<file path="config.mk">
export PLATFORM = sky130hd
export DESIGN_NAME = cg_sweep_bist_ctrl
export DESIGN_NICKNAME = d
export VERILOG_FILES = /design/src/rtl/cg_sweep_bist_ctrl.sv
export SDC_FILE = /design/constraint.sdc
export NUM_CORES = 1
export LEC_CHECK = 0
export ABC_AREA = 1
export CAP_MARGIN = 30
export CORE_MARGIN = 2
export CORE_UTILIZATION = 25
export CTS_BUF_LIST = sky130_fd_sc_hd__clkbuf_16
export CTS_CLUSTER_SIZE = 28
export DETAILED_ROUTE_END_ITERATION = 6
export HOLD_SLACK_MARGIN = 0.15
export PLACE_DENSITY_LB_ADDON = 0.15
export SYNTH_ARGS = -nofsm -noshare
export SYNTH_HDL_FRONTEND = slang
export SYNTH_SLANG_ARGS = --single-unit
export TNS_END_PERCENT = 50
</file>
<file path="constraint.sdc">
create_clock -name clk -period 2.1 [get_ports clk]
set_input_delay 0.21 -clock clk [delete_from_list [all_inputs] [get_ports clk]]
set_output_delay 0.21 -clock clk [all_outputs]
set_load 0.05 [all_outputs]
</file>
<file path="src/rtl/cg_sweep_bist_ctrl.sv">
// Exhaustive-sweep BIST controller: walks every input vector into a combinational netlist and MISR-compacts its responses.
// Optional raw capture outputs (cap_valid/cap_data/cap_idx) are enabled by defining CG_SWEEP_RAW_OUT_EN.
module cg_sweep_bist_ctrl #(
  parameter int unsigned      IN_W   = 3,
  parameter int unsigned      OUT_W  = 12,
  parameter int unsigned      SETTLE = 2,
  parameter logic [OUT_W-1:0] POLY   = 12'h829
) (
  input  logic             clk,
  input  logic             rst,
  input  logic             start,
  input  logic [OUT_W-1:0] golden_sig,
  input  logic [OUT_W-1:0] dut_f,
  output logic [IN_W-1:0]  dut_x,
  output logic             busy,
  output logic             done,
  output logic             pass,
  output logic [OUT_W-1:0] signature
`ifdef CG_SWEEP_RAW_OUT_EN
  ,
  output logic             cap_valid,
  output logic [OUT_W-1:0] cap_data,
  output logic [IN_W-1:0]  cap_idx
`endif
);

  typedef enum logic [1:0] {
    ST_IDLE,
    ST_SETTLE,
    ST_CAPTURE,
    ST_DONE
  } state_t;

  localparam int unsigned CNT_W = (SETTLE > 1) ? $clog2(SETTLE) : 1;
  localparam logic [CNT_W-1:0] CNT_LAST = CNT_W'((SETTLE > 0) ? SETTLE - 1 : 0);
  localparam logic [CNT_W-1:0] CNT_ONE  = CNT_W'(1);
  localparam logic [IN_W-1:0]  X_LAST   = '1;
  localparam logic [IN_W-1:0]  X_ONE    = IN_W'(1);

  state_t           state_q, state_d;
  logic [IN_W-1:0]  x_q, x_d;
  logic [OUT_W-1:0] sig_q, sig_d;
  logic [CNT_W-1:0] cnt_q, cnt_d;
  logic             pass_q, pass_d;
  logic [OUT_W-1:0] misr_next;

`ifdef CG_SWEEP_RAW_OUT_EN
  logic             cap_valid_q, cap_valid_d;
  logic [OUT_W-1:0] cap_data_q, cap_data_d;
  logic [IN_W-1:0]  cap_idx_q, cap_idx_d;
`endif

  // With SETTLE==0 the controller skips the settle state and captures back to back.
  always_comb begin
    state_d   = state_q;
    x_d       = x_q;
    sig_d     = sig_q;
    cnt_d     = cnt_q;
    pass_d    = pass_q;
    misr_next = {sig_q[OUT_W-2:0], ^(sig_q & POLY)} ^ dut_f;

    case (state_q)
      ST_IDLE, ST_DONE: begin
        if (start) begin
          x_d     = '0;
          sig_d   = '0;
          cnt_d   = '0;
          pass_d  = 1'b0;
          state_d = (SETTLE == 0) ? ST_CAPTURE : ST_SETTLE;
        end
      end
      ST_SETTLE: begin
        if (cnt_q == CNT_LAST) begin
          cnt_d   = '0;
          state_d = ST_CAPTURE;
        end else begin
          cnt_d = cnt_q + CNT_ONE;
        end
      end
      ST_CAPTURE: begin
        sig_d = misr_next;
        if (x_q == X_LAST) begin
          pass_d  = (misr_next == golden_sig);
          state_d = ST_DONE;
        end else begin
          x_d     = x_q + X_ONE;
          state_d = (SETTLE == 0) ? ST_CAPTURE : ST_SETTLE;
        end
      end
      default: state_d = ST_IDLE;
    endcase
  end

  always_ff @(posedge clk) begin
    if (rst) begin
      state_q <= ST_IDLE;
      x_q     <= '0;
      sig_q   <= '0;
      cnt_q   <= '0;
      pass_q  <= 1'b0;
    end else begin
      state_q <= state_d;
      x_q     <= x_d;
      sig_q   <= sig_d;
      cnt_q   <= cnt_d;
      pass_q  <= pass_d;
    end
  end

  assign dut_x     = x_q;
  assign signature = sig_q;
  assign pass      = pass_q;
  assign busy      = (state_q == ST_SETTLE) || (state_q == ST_CAPTURE);
  assign done      = (state_q == ST_DONE);

`ifdef CG_SWEEP_RAW_OUT_EN
  // Raw tap mirrors exactly what the MISR absorbed on each capture edge.
  always_comb begin
    cap_valid_d = (state_q == ST_CAPTURE);
    cap_data_d  = cap_data_q;
    cap_idx_d   = cap_idx_q;
    if (state_q == ST_CAPTURE) begin
      cap_data_d = dut_f;
      cap_idx_d  = x_q;
    end
  end

  always_ff @(posedge clk) begin
    if (rst) begin
      cap_valid_q <= 1'b0;
      cap_data_q  <= '0;
      cap_idx_q   <= '0;
    end else begin
      cap_valid_q <= cap_valid_d;
      cap_data_q  <= cap_data_d;
      cap_idx_q   <= cap_idx_d;
    end
  end

  assign cap_valid = cap_valid_q;
  assign cap_data  = cap_data_q;
  assign cap_idx   = cap_idx_q;
`endif

endmodule

</file>
# --- Yosys cells after proc, flatten, opt, wreduce, memory -nomap -nowiden ---
# Cells that the tools add are included.
totals:
  register_bits: 19
  input_bits: 27
  wordCells: 42
  out_inout_bits: 18
classes:
  eq_ne: 9
  reduce_logical: 11
  addsub: 2
  bitwise_logic: 1
  mux: 14
op_table:
  columns: ["op", "count"]
  rows:
  - ["one-hot mux 12 bit (2 select lines)", 1]
  - ["equality test 12 bit", 1]
  - ["2-to-1 mux 12 bit", 1]
  - ["XOR reduction 12 bit", 1]
  - ["bitwise XOR 12 bit", 1]
  - ["inequality test 2 bit, second input constant", 4]
  - ["2-to-1 mux 2 bit", 3]
  - ["2-to-1 mux 3 bit", 2]
  - ["one-hot mux 2 bit (3 select lines)", 1]
  - ["one-hot mux 3 bit (2 select lines)", 1]
  - ["AND reduction 2 bit", 3]
  - ["AND reduction 3 bit", 2]
  - ["equality test 2 bit, second input constant", 2]
  - ["one-hot mux 1 bit (2 select lines)", 2]
  - ["nonzero test 2 bit", 2]
  - ["adder 3 x 1 -> 3 bit, second input constant", 1]
  - ["equality test 3 bit, second input constant", 1]
  - ["2-to-1 mux 1 bit", 3]
  - ["equality test 2 x 1 -> 1 bit, second input constant", 1]
  - ["logical NOT 2 bit", 1]
  - ["OR reduction 2 bit", 1]
  - ["adder 1 bit, second input constant", 1]
  - ["logical OR 1 bit", 1]

# --- Longest topological paths before layout ---
logic_depth:
  ltp_word: 5
  ltp_mapped: 11
  ltp_nobuf: 11

# --- Worst setup path after synthesis ---
# Ideal clock, no wire load.
synth_timing:
  path_type: "register -> register"
  startpoint: "register x_q[0], in the netlist dut_x[0]"
  endpoint: "register pass_q, in the netlist pass"
  setup_ps: 67
  synth_period_minus_slack_ps: 1730
  path_slack_ps: 370
  path_buffers: 0
  arrival_time_ps: 1662
  path_stages_with_launch: 11
  required_time_ps: 2033
  path_cell_list: "dfxtp_1 > ha_1 > ha_1 > nand2_1 > nor2_1 > nand2_1 > nor2_1 > nand2_1 > nor2_4 > nand3_2 > a21oi_2"
synth_between:
  elab_chain_len: 3
synth_lines:
  columns: ["element", "line", "source"]
  rows:
  - ["from (decl)", "41", "logic [IN_W-1:0] x_q, x_d;"]
  - ["from (signal assigned)", "97", "x_q <= '0;"]
  - ["from (signal assigned)", "103", "x_q <= x_d;"]
  - ["equality test 3 bit", "82", "if (x_q == X_LAST) begin"]
  - ["inequality test 2 bit (no line)", null, null]
  - ["AND reduction 3 bit (no line)", null, null]
  - ["to (signal assigned)", "106", "pass_q <= pass_d;"]
  - ["to (decl)", "44", "logic pass_q, pass_d;"]
# No other way between the ends.
# A chain may end at the register's enable or synchronous reset.

# --- Worst setup path in the final report ---
layout_timing:
  startpoint: "register state_q[1]"
  endpoint: "output port done"
layout_between:
  elab_chain_len: 1
layout_lines:
  columns: ["element", "line", "source"]
  rows:
  - ["from (decl)", "40", "state_t state_q, state_d;"]
  - ["from (signal assigned)", "102", "state_q <= state_d;"]
  - ["equality test 2 bit", "114", "assign done = (state_q == ST_DONE);"]
  - ["to (decl)", "16", "output logic done,"]
# No other way between the ends.

==> results.ini <==
[status]
status=completed

[drt]
firstDrtPassIters=4
routed_via_density=4.16
first_iter_violations=51
vias=1427
wire_per_inst_um=10.0
drc_errors=0
totalWireLength_um=3440
ant_nets=0

[yosys]
async_reset_ff_frac=0
synth_compound_area_frac=0.0980
synth_ff_type=dfxtp_1
synth_top_area_share=0.284
synth_area_leaders=dfxtp_1 (28%), nand2_1 (24%), inv_1 (11%), nand3_1 (7.5%), a21oi_1 (7.1%)
yosysTopAreaCell=dfxtp_1
synth_area_mm2=0.00134
synthSimpleGateAreaFrac=0.383
synth_top_family_by_area=simple AND/OR/NAND/NOR gates
muxShareOfSynthArea=0
synth_cell_type_count=18
ys_ff_latch=19
synth_adder_area_share=0.0560
ys_warn_count=0
synth_common_cells=nand2_1 (87), inv_1 (39), nand3_1 (20)
synthCells=226
seq_area_frac_synth=0.284
yosysMostFrequentCell=nand2_1
synth_edf_count=0
syn_nets=259
synth_xor_area_frac=0.0458
syn_avg_cell_area_um2=5.93

[clock_network]
clock_latency_ps=250
cts_tree=built
post_cts_buffers=0
cts.repair.resized=0
numCtsBuffers=3
clkSlewWorstSetupHoldPaths_ps=60
clock-sinks=19
cts_max_path_buffers=2
clock-root-buffer=clkbuf_16
ctsHoldBuffers=0
cts_max_level=1

[sta]
setup-violations-final=0
final_hold_viol_count=0
worst_slew_pin_slew_ps=502
rsz0062_at_grt=false
holdWs_ps=482
max_freq_ghz=0.555
finalMaxSlewViolations=0
skew_ps=1.50
relSlewSlack=0.664
final.min_clock_period_ps=1800
tns_ps=0
fin_crit_sh=0.858

[floorplan]
core_area_mm2=0.00514
ios=45
die_h_um=77.2
start_util=0.261
die_w_um=77.2
floorplan.rows=26
dieArea_mm2=0.00596

[layout]
area_growth_pct=45.6
drive_above_1_share=0.0623
antenna-diode-count=0
finalNonFillerCells=343
fin_area_mm2=0.00195
fillers=589
nets=307

[global_route]
antenna_found_initial=0
gr-total-overflow=0
grt.total_usage=0.121
grt_pass1_wl_um=5810
grt_max_degree=14
first_global_vias=1239

[power]
irDropWorstVdd_mv=0.586
total_power_w=0.00130
p_leak_nw=0.883
cellPowerDensity_mw_per_mm2=667

[worst_setup_path]
crit_chain=ha_1 > clkdlybuf4s50_1
crit_type=register to output port
max_stage_delay_ps=790
start_kind=register
crit_path_max_fanout=4
slowest_stage=clkdlybuf4s50_1
worstSetupEndpointType=output port
arrival_ps=1590
required_ps=1890

[job]
cap_violations=0

[hold_path]
hold_class=register to register

[placed_design]
hpwl_um=2760
dp.cells=339
place.gp.congestion=0.749
placed_area_mm2=0.00187
portBuffers=44

-- layer usage --
metal / GRT usage / share of wire
met5: 0 / 0
met1: 0.162 / 0.49
met3: 0.0353 / 0.058
met2: 0.197 / 0.45
met4: 0.0161 / 0.0049
-- worst max-delay path, delay by kind of cell, from the launching register on --
kind | cells | cell delay, ps
DFF | 1 | 380
adders and majority gates | 1 | 170
buffers and inverters | 1 | 790
-- cell type report --
class                           instances  area [um2]  share of cell area
Tap cell                               70        87.6              0.0449
Clock inverter                          1        5.00             0.00257
Multi-Input combinational cell        160         781               0.400
Timing Repair Buffer                   47         460               0.236
Clock buffer                            3        75.1              0.0385
Inverter                               43         161              0.0827
Sequential cell                        19         380               0.195
-- kinds of logic (layout without fill, tap and decap cells) --
group / count (synthesis) / in the layout
AND/OR/NAND/NOR: 122 / 122
buffers and inverters: 47 / 94
XOR/XNOR: 7 / 7
adder cells (fa/ha/maj): 6 / 6
flip-flops: 19 / 19
AO/OA/AOI/OAI: 25 / 25
-- power breakdown --
group,switching [W],internal [W]
Combinational,0.000317,0.000175
Clock,0.000139,0.000255
Sequential,0.0000268,0.000387
-- metrics by stage --
step                setup slack, ps  utilization
finish                          297        0.380
global route                    238        0.380
CTS                             289        0.380
detailed placement              399        0.364
global placement                436        0.364
floorplan                       370            -
-- cell usage in the layout, fill, tap and decap left out --
| master | instances |
|---|---|
| o21ai_0 | 4 |
| xor2_1 | 3 |
| nor2_1 | 10 |
| o211ai_1 | 1 |
| clkinv_2 | 1 |
| nand3_2 | 1 |
| xnor2_1 | 4 |
| a21oi_1 | 19 |
| buf_4 | 4 |
| dfxtp_1 | 19 |
| nand2_1 | 87 |
| nor2_4 | 3 |
| clkbuf_16 | 3 |
| nor3_1 | 1 |
| inv_1 | 39 |
| ha_1 | 6 |
| inv_2 | 4 |
| a21oi_2 | 1 |
| clkdlybuf4s50_1 | 43 |
| nand3_1 | 20 |
-- sequential cells by signal, indices dropped and copies added (netlist names) --
register and count:
signature 12, dut_x 3, state_q 2, cnt_q 1, pass 1
-- path summary, 6_finish.rpt --
| kind | slack, ps | start | depth (start not counted) | endpoint |
|---|---|---|---|---|
| setup / recovery | 300 | state_q[1] | 2 | done |
| hold / removal | 480 | dut_x[1] | 2 | dut_x[1] |
| setup reg to reg | 390 | state_q[0] | 10 | dut_x[1] |
| hold reg to reg | 480 | dut_x[1] | 2 | dut_x[1] |
(Power assumes the default switching activity.)
